**src/rtl/addr8s_pkg.sv**
```systemverilog
// Shared types and widths for the redundant adder scheduler.
package addr8s_pkg;

  localparam int OP_W  = 8;
  localparam int RES_W = 9;

  typedef enum logic [2:0] {
    IDLE = 3'd0,
    RUN1 = 3'd1,
    RUN2 = 3'd2,
    RUN3 = 3'd3,
    DONE = 3'd4
  } state_t;

endpackage

```
**src/rtl/addr8s_redundant_sched_rr_arb2.sv**
```systemverilog
// Two-requester round-robin arbiter. Grants only while enabled; after each
// grant the priority moves to the requester that was not served.
module rr_arb2 (
  input  logic       clk,
  input  logic       rst,
  input  logic       en,
  input  logic [1:0] req,
  output logic [1:0] gnt
);

  logic prio_reg;  // 0: requester 0 preferred, 1: requester 1 preferred

  // Grant selection from current priority
  always_comb begin
    gnt = 2'b00;
    if (en) begin
      if (prio_reg) begin
        if (req[1])      gnt = 2'b10;
        else if (req[0]) gnt = 2'b01;
      end else begin
        if (req[0])      gnt = 2'b01;
        else if (req[1]) gnt = 2'b10;
      end
    end
  end

  // Priority toggles to the other requester after every grant
  always_ff @(posedge clk or posedge rst) begin
    if (rst) begin
      prio_reg <= 1'b0;
    end else if (|gnt) begin
      prio_reg <= gnt[0];
    end
  end

endmodule

```
**src/rtl/addr8s_redundant_sched.sv**
```systemverilog
// Schedules two requesters onto one shared external adder. Each operation is
// evaluated twice; on disagreement a third evaluation votes the result.
module addr8s_redundant_sched
  import addr8s_pkg::*;
#(
  parameter int CNT_W = 8
) (
  input  logic             clk,
  input  logic             rst,
  input  logic             req0_valid,
  input  logic             req1_valid,
  input  logic [OP_W-1:0]  req0_a,
  input  logic [OP_W-1:0]  req0_b,
  input  logic [OP_W-1:0]  req1_a,
  input  logic [OP_W-1:0]  req1_b,
  output logic             req0_ready,
  output logic             req1_ready,
  output logic [OP_W-1:0]  add_a,
  output logic [OP_W-1:0]  add_b,
  input  logic [RES_W-1:0] add_o,
  output logic             rsp_valid,
  input  logic             rsp_ready,
  output logic             rsp_id,
  output logic [RES_W-1:0] rsp_sum,
  output logic             rsp_corrected,
  output logic             rsp_err,
  output logic [CNT_W-1:0] corr_cnt,
  output logic [CNT_W-1:0] err_cnt
);

  state_t           state_reg, state_next;
  logic [1:0]       gnt;
  logic             accept;
  logic             done_hs;
  logic [OP_W-1:0]  a_reg, b_reg;
  logic             id_reg;
  logic [RES_W-1:0] r1_reg, r2_reg, sum_reg;
  logic             corr_reg, err_reg;
  logic [1:0]       evt;

  // Arbitration is only open in IDLE and never while reset is asserted
  rr_arb2 u_arb (
    .clk (clk),
    .rst (rst),
    .en  ((state_reg == IDLE) && !rst),
    .req ({req1_valid, req0_valid}),
    .gnt (gnt)
  );

  assign req0_ready = gnt[0];
  assign req1_ready = gnt[1];
  assign accept     = |gnt;
  assign done_hs    = rsp_valid && rsp_ready;

  assign rsp_id        = id_reg;
  assign rsp_sum       = sum_reg;
  assign rsp_corrected = corr_reg;
  assign rsp_err       = err_reg;

  // State register
  always_ff @(posedge clk or posedge rst) begin
    if (rst) state_reg <= IDLE;
    else     state_reg <= state_next;
  end

  // Next-state: early exit from RUN2 when the first two results agree
  always_comb begin
    state_next = state_reg;
    case (state_reg)
      IDLE:    if (accept) state_next = RUN1;
      RUN1:    state_next = RUN2;
      RUN2:    state_next = (add_o == r1_reg) ? DONE : RUN3;
      RUN3:    state_next = DONE;
      DONE:    if (rsp_ready) state_next = IDLE;
      default: state_next = IDLE;
    endcase
  end

  // Outputs: adder operands only during evaluation, response valid in DONE
  always_comb begin
    rsp_valid = 1'b0;
    add_a     = '0;
    add_b     = '0;
    case (state_reg)
      RUN1, RUN2, RUN3: begin
        add_a = a_reg;
        add_b = b_reg;
      end
      DONE:    rsp_valid = 1'b1;
      default: ;
    endcase
  end

  // Operand latch, result capture and voting
  always_ff @(posedge clk or posedge rst) begin
    if (rst) begin
      a_reg    <= '0;
      b_reg    <= '0;
      id_reg   <= 1'b0;
      r1_reg   <= '0;
      r2_reg   <= '0;
      sum_reg  <= '0;
      corr_reg <= 1'b0;
      err_reg  <= 1'b0;
    end else begin
      case (state_reg)
        IDLE: begin
          if (accept) begin
            a_reg  <= gnt[1] ? req1_a : req0_a;
            b_reg  <= gnt[1] ? req1_b : req0_b;
            id_reg <= gnt[1];
          end
        end
        RUN1: r1_reg <= add_o;
        RUN2: begin
          r2_reg <= add_o;
          if (add_o == r1_reg) begin
            sum_reg  <= r1_reg;
            corr_reg <= 1'b0;
            err_reg  <= 1'b0;
          end
        end
        RUN3: begin
          if ((add_o == r1_reg) || (add_o == r2_reg)) begin
            sum_reg  <= add_o;
            corr_reg <= 1'b1;
            err_reg  <= 1'b0;
          end else begin
            sum_reg  <= r1_reg;
            corr_reg <= 1'b0;
            err_reg  <= 1'b1;
          end
        end
        default: ;
      endcase
    end
  end

  // Index 0 counts corrected responses, index 1 uncorrectable ones
  assign evt = {err_reg, corr_reg};

  for (genvar gi = 0; gi < 2; gi++) begin : g_cnt
    logic [CNT_W-1:0] cnt_reg;

    // Saturating event counter, bumped on response handshake
    always_ff @(posedge clk or posedge rst) begin
      if (rst) begin
        cnt_reg <= '0;
      end else if (done_hs && evt[gi] && (cnt_reg != {CNT_W{1'b1}})) begin
        cnt_reg <= cnt_reg + CNT_W'(1);
      end
    end

    if (gi == 0) begin : g_corr
      assign corr_cnt = cnt_reg;
    end else begin : g_err
      assign err_cnt = cnt_reg;
    end
  end

endmodule

```
**config.mk**
```make
export PLATFORM = sky130hd
export DESIGN_NAME = addr8s_redundant_sched
export DESIGN_NICKNAME = d
export VERILOG_FILES = /design/src/rtl/addr8s_pkg.sv /design/src/rtl/addr8s_redundant_sched_rr_arb2.sv /design/src/rtl/addr8s_redundant_sched.sv
export SDC_FILE = /design/constraint.sdc
export NUM_CORES = 1
export LEC_CHECK = 0
export ABC_CLOCK_PERIOD_IN_PS = 2200
export CAP_MARGIN = 20
export CELL_PAD_IN_SITES_DETAIL_PLACEMENT = 2
export CELL_PAD_IN_SITES_GLOBAL_PLACEMENT = 2
export CORE_MARGIN = 8
export CORE_UTILIZATION = 29
export DETAILED_ROUTE_END_ITERATION = 10
export GPL_TIMING_DRIVEN = 0
export HOLD_SLACK_MARGIN = 0.08
export PLACE_DENSITY_LB_ADDON = 0.1
export SKIP_CTS_REPAIR_TIMING = 1
export SLEW_MARGIN = 0
export SYNTH_ARGS = -nofsm -noshare
export SYNTH_HDL_FRONTEND = slang
export SYNTH_SLANG_ARGS = --single-unit
```
**constraint.sdc**
```tcl
create_clock -name clk -period 2.2 [get_ports clk]
set_input_delay 0.44 -clock clk [delete_from_list [all_inputs] [get_ports clk]]
set_output_delay 0.44 -clock clk [all_outputs]
set_load 0.02 [all_outputs]
```
==> flow_summary.toml <==
[die]
dieWidth_um = 122
io_pins = 93
row_count = 38
die_y_um = 122
core_area_um2 = 10900
start_util_pct = 29.9
die_area_um2 = 14900

[timing]
setup_ws_ns = -0.0396
post-route-min-period_ns = 2.24
drv_slew = 0
tightest_slew_ns = 0.837
timing.hold.ws_ns = 0.344
setup_viol = 1
max_clock_freq_ghz = 0.447
slew_headroom_pct = 43.9
hold_viol = 0
clock_skew_ns = 0.0135
rsz0062_at_grt = "yes"
finalCritPeriodShare_pct = 102

[yosys]
synthFlopType = "dfrtp_1"
ys_warn_count = 0
synth_edf_count = 0
yosys.cell_types.count = 41
mappedNetlistNets = 353
synth_area_leaders = "dfrtp_1 (51%), mux2_2 (6.9%), xnor2_1 (5.4%)"
synth.cell_area_um2 = 3260
syn_avg_cell_area_um2 = 10.7
yosys.area.top_type_share_pct = 50.7
yosysSeqAreaShare_pct = 50.7
ys_ff_latch = 66
postSynthCellCount = 305
synth_async_sr_flop_share_pct = 100
yosysTopAreaCell = "dfrtp_1"

[critical_path]
r2r_slack_ns = 0.23
r2r_cells = 6
cp.arrival_ns = 1.80
endpoint_kind = "output port"
timing.critical_path.from_type = "flip-flop"
worst-path-max-fanout = 10
reg2reg_from = "state_reg[0]$_DFFE_PP0P_"
cp.required_ns = 1.76
criticalPathCategory = "reg2out"
r2r_end = "err_cnt[7]$_DFFE_PP0P_"

[routing]
avgRoutedWirePerCell_um = 17.9
finalWirelength_mm = 9.96
drtIter0Drc = 113
antenna_left = 0
vias_per_cell = 4.87
vias = 2709
drc = 0
first_pass_iters = 4

[global_route]
grt_overflow = 0
grt_usage_pct = 13.7
grt_pass1_vias = 2998
grt_pass1_wl_mm = 15.9
grt_max_degree = 67
antenna_found_initial = 0

[run_status]
status = "finished with violations"
violations = "setup timing"

[cts]
clk_latency_ns = 0.34
cts_tree = "built"
cts_sinks = 66
clockRootBuffer = "clkbuf_8"
cts.htree.levels = 3
clkTransAtPathRegs_ns = 0.08
numCtsBuffers = 9
clockBufferDepth = 2

[flow_run]
drv_cap = 0

[place]
dp_hpwl_mm = 7.38
routabilityCongestion = 0.700
place.port_buffers = 92

[cells_and_area]
utilization_pct = 43.2
final_nets = 460
mostFrequentLayoutCells = "clkdlybuf4s50_1 (65), dfrtp_1 (63), dlymetal6s2s_1 (25), nand2_1 (24), mux2_2 (20)"
syn2layout_area_growth_pct = 44.3
antennaDiodeCount = 0
drive_gt1_share_pct = 16.8
layout_commonest_cell = "clkdlybuf4s50_1"

[pwr]
p_leak_nw = 2.37
ir_worst_vdd_v = 0.000382
powerDensity_nw_per_um2 = 1180

[min_path]
min_path_type = "in2async"
[per-stage QoR]
stage	TNS, ns	instances	cell area, um^2	power [W]	worst slack (ns)
floorplan	0	305	3260	0.00348	0.105
global placement	-98.24	537	4360	0.00447	-1.33
detailed placement	-13.53	537	4360	0.00457	-0.859
CTS	-10.82	552	4530	0.00552	-0.888
global route	-0.149	556	4700	0.00592	-0.130
finish	-0.0396	556	4700	0.00554	-0.0396
[routing by layer]
layer / routed length [um] / share of wire, % / global-route usage, % / up-vias
met1: 4490 / 45 / 16.2 / 1374
met2: 4920 / 49 / 23.7 / 55
li1: - / - / - / 1272
met4: 111 / 1.1 / 4.86 / 0
met3: 433 / 4.3 / 3.10 / 8
met5: 0 / 0 / 0 / -
[report_power, final]
| group | internal (W) | switching [W] | leakage [nW] |
|---|---|---|---|
| Clock | 0.000460 | 0.000458 | 0.0920 |
| Sequential | 0.00169 | 0.000337 | 0.807 |
| Combinational | 0.00128 | 0.00132 | 1.47 |
[synth_stat cells (all sizes together), types with 7 or more instances]
library cell	count
a31oi	9
xnor2	20
nand3	18
nor2	21
nand2	25
and2	16
xor2	12
dfrtp	66
o21ai	18
mux2i	16
mux2	20
o211ai	10
clkbuf	7
inv	11
[cells by family after synthesis]
family,Yosys count,synth area share (%)
AND/OR/NAND/NOR,100,16.0
flip-flops,66,50.7
AO/OA/AOI/OAI,45,8.94
multiplexers,36,11.8
XOR/XNOR,32,8.60
buffers and inverters,24,3.26
adder cells (fa/ha/maj),2,0.767
[final cells by class]
| type | count | area (um^2) |
|---|---|---|
| Inverter | 11 | 46.3 |
| Sequential cell | 66 | 1660 |
| Fill cell | 1159 | 6180 |
| Clock buffer | 12 | 155 |
| Tap cell | 140 | 175 |
| Clock inverter | 3 | 15.0 |
| Timing Repair Buffer | 97 | 1030 |
| Buffer | 12 | 83.8 |
| Multi-Input combinational cell | 215 | 1550 |
[worst max-delay path by stage]
stage	start	endpoint	slack, ns	cells past startpoint
3_3_place_gp	rst	err_cnt[2]$_DFFE_PP0P_	-1.33	2
5_1_grt	state_reg[1]$_DFFE_PP0P_	req1_ready	-0.13	7
6_report	state_reg[1]$_DFFE_PP0P_	req1_ready	-0.04	7
4_1_cts	state_reg[1]$_DFFE_PP0P_	req1_ready	-0.89	6
3_5_place_dp	rst	req1_ready	-0.86	7
2_1_floorplan	rst	a_reg[0]$_DFFE_PP0P_	0.11	1
[worst max-delay path, cell delays in order, from the launching register on]
cell and delay, ns:
dfrtp_2 0.43, buf_6 0.13, nor4_4 0.30, nand3_1 0.14
buf_6 0.17, buf_12 0.15, inv_4 0.05, buf_6 0.10
No activity file was read; power rests on OpenSTA's default activity.
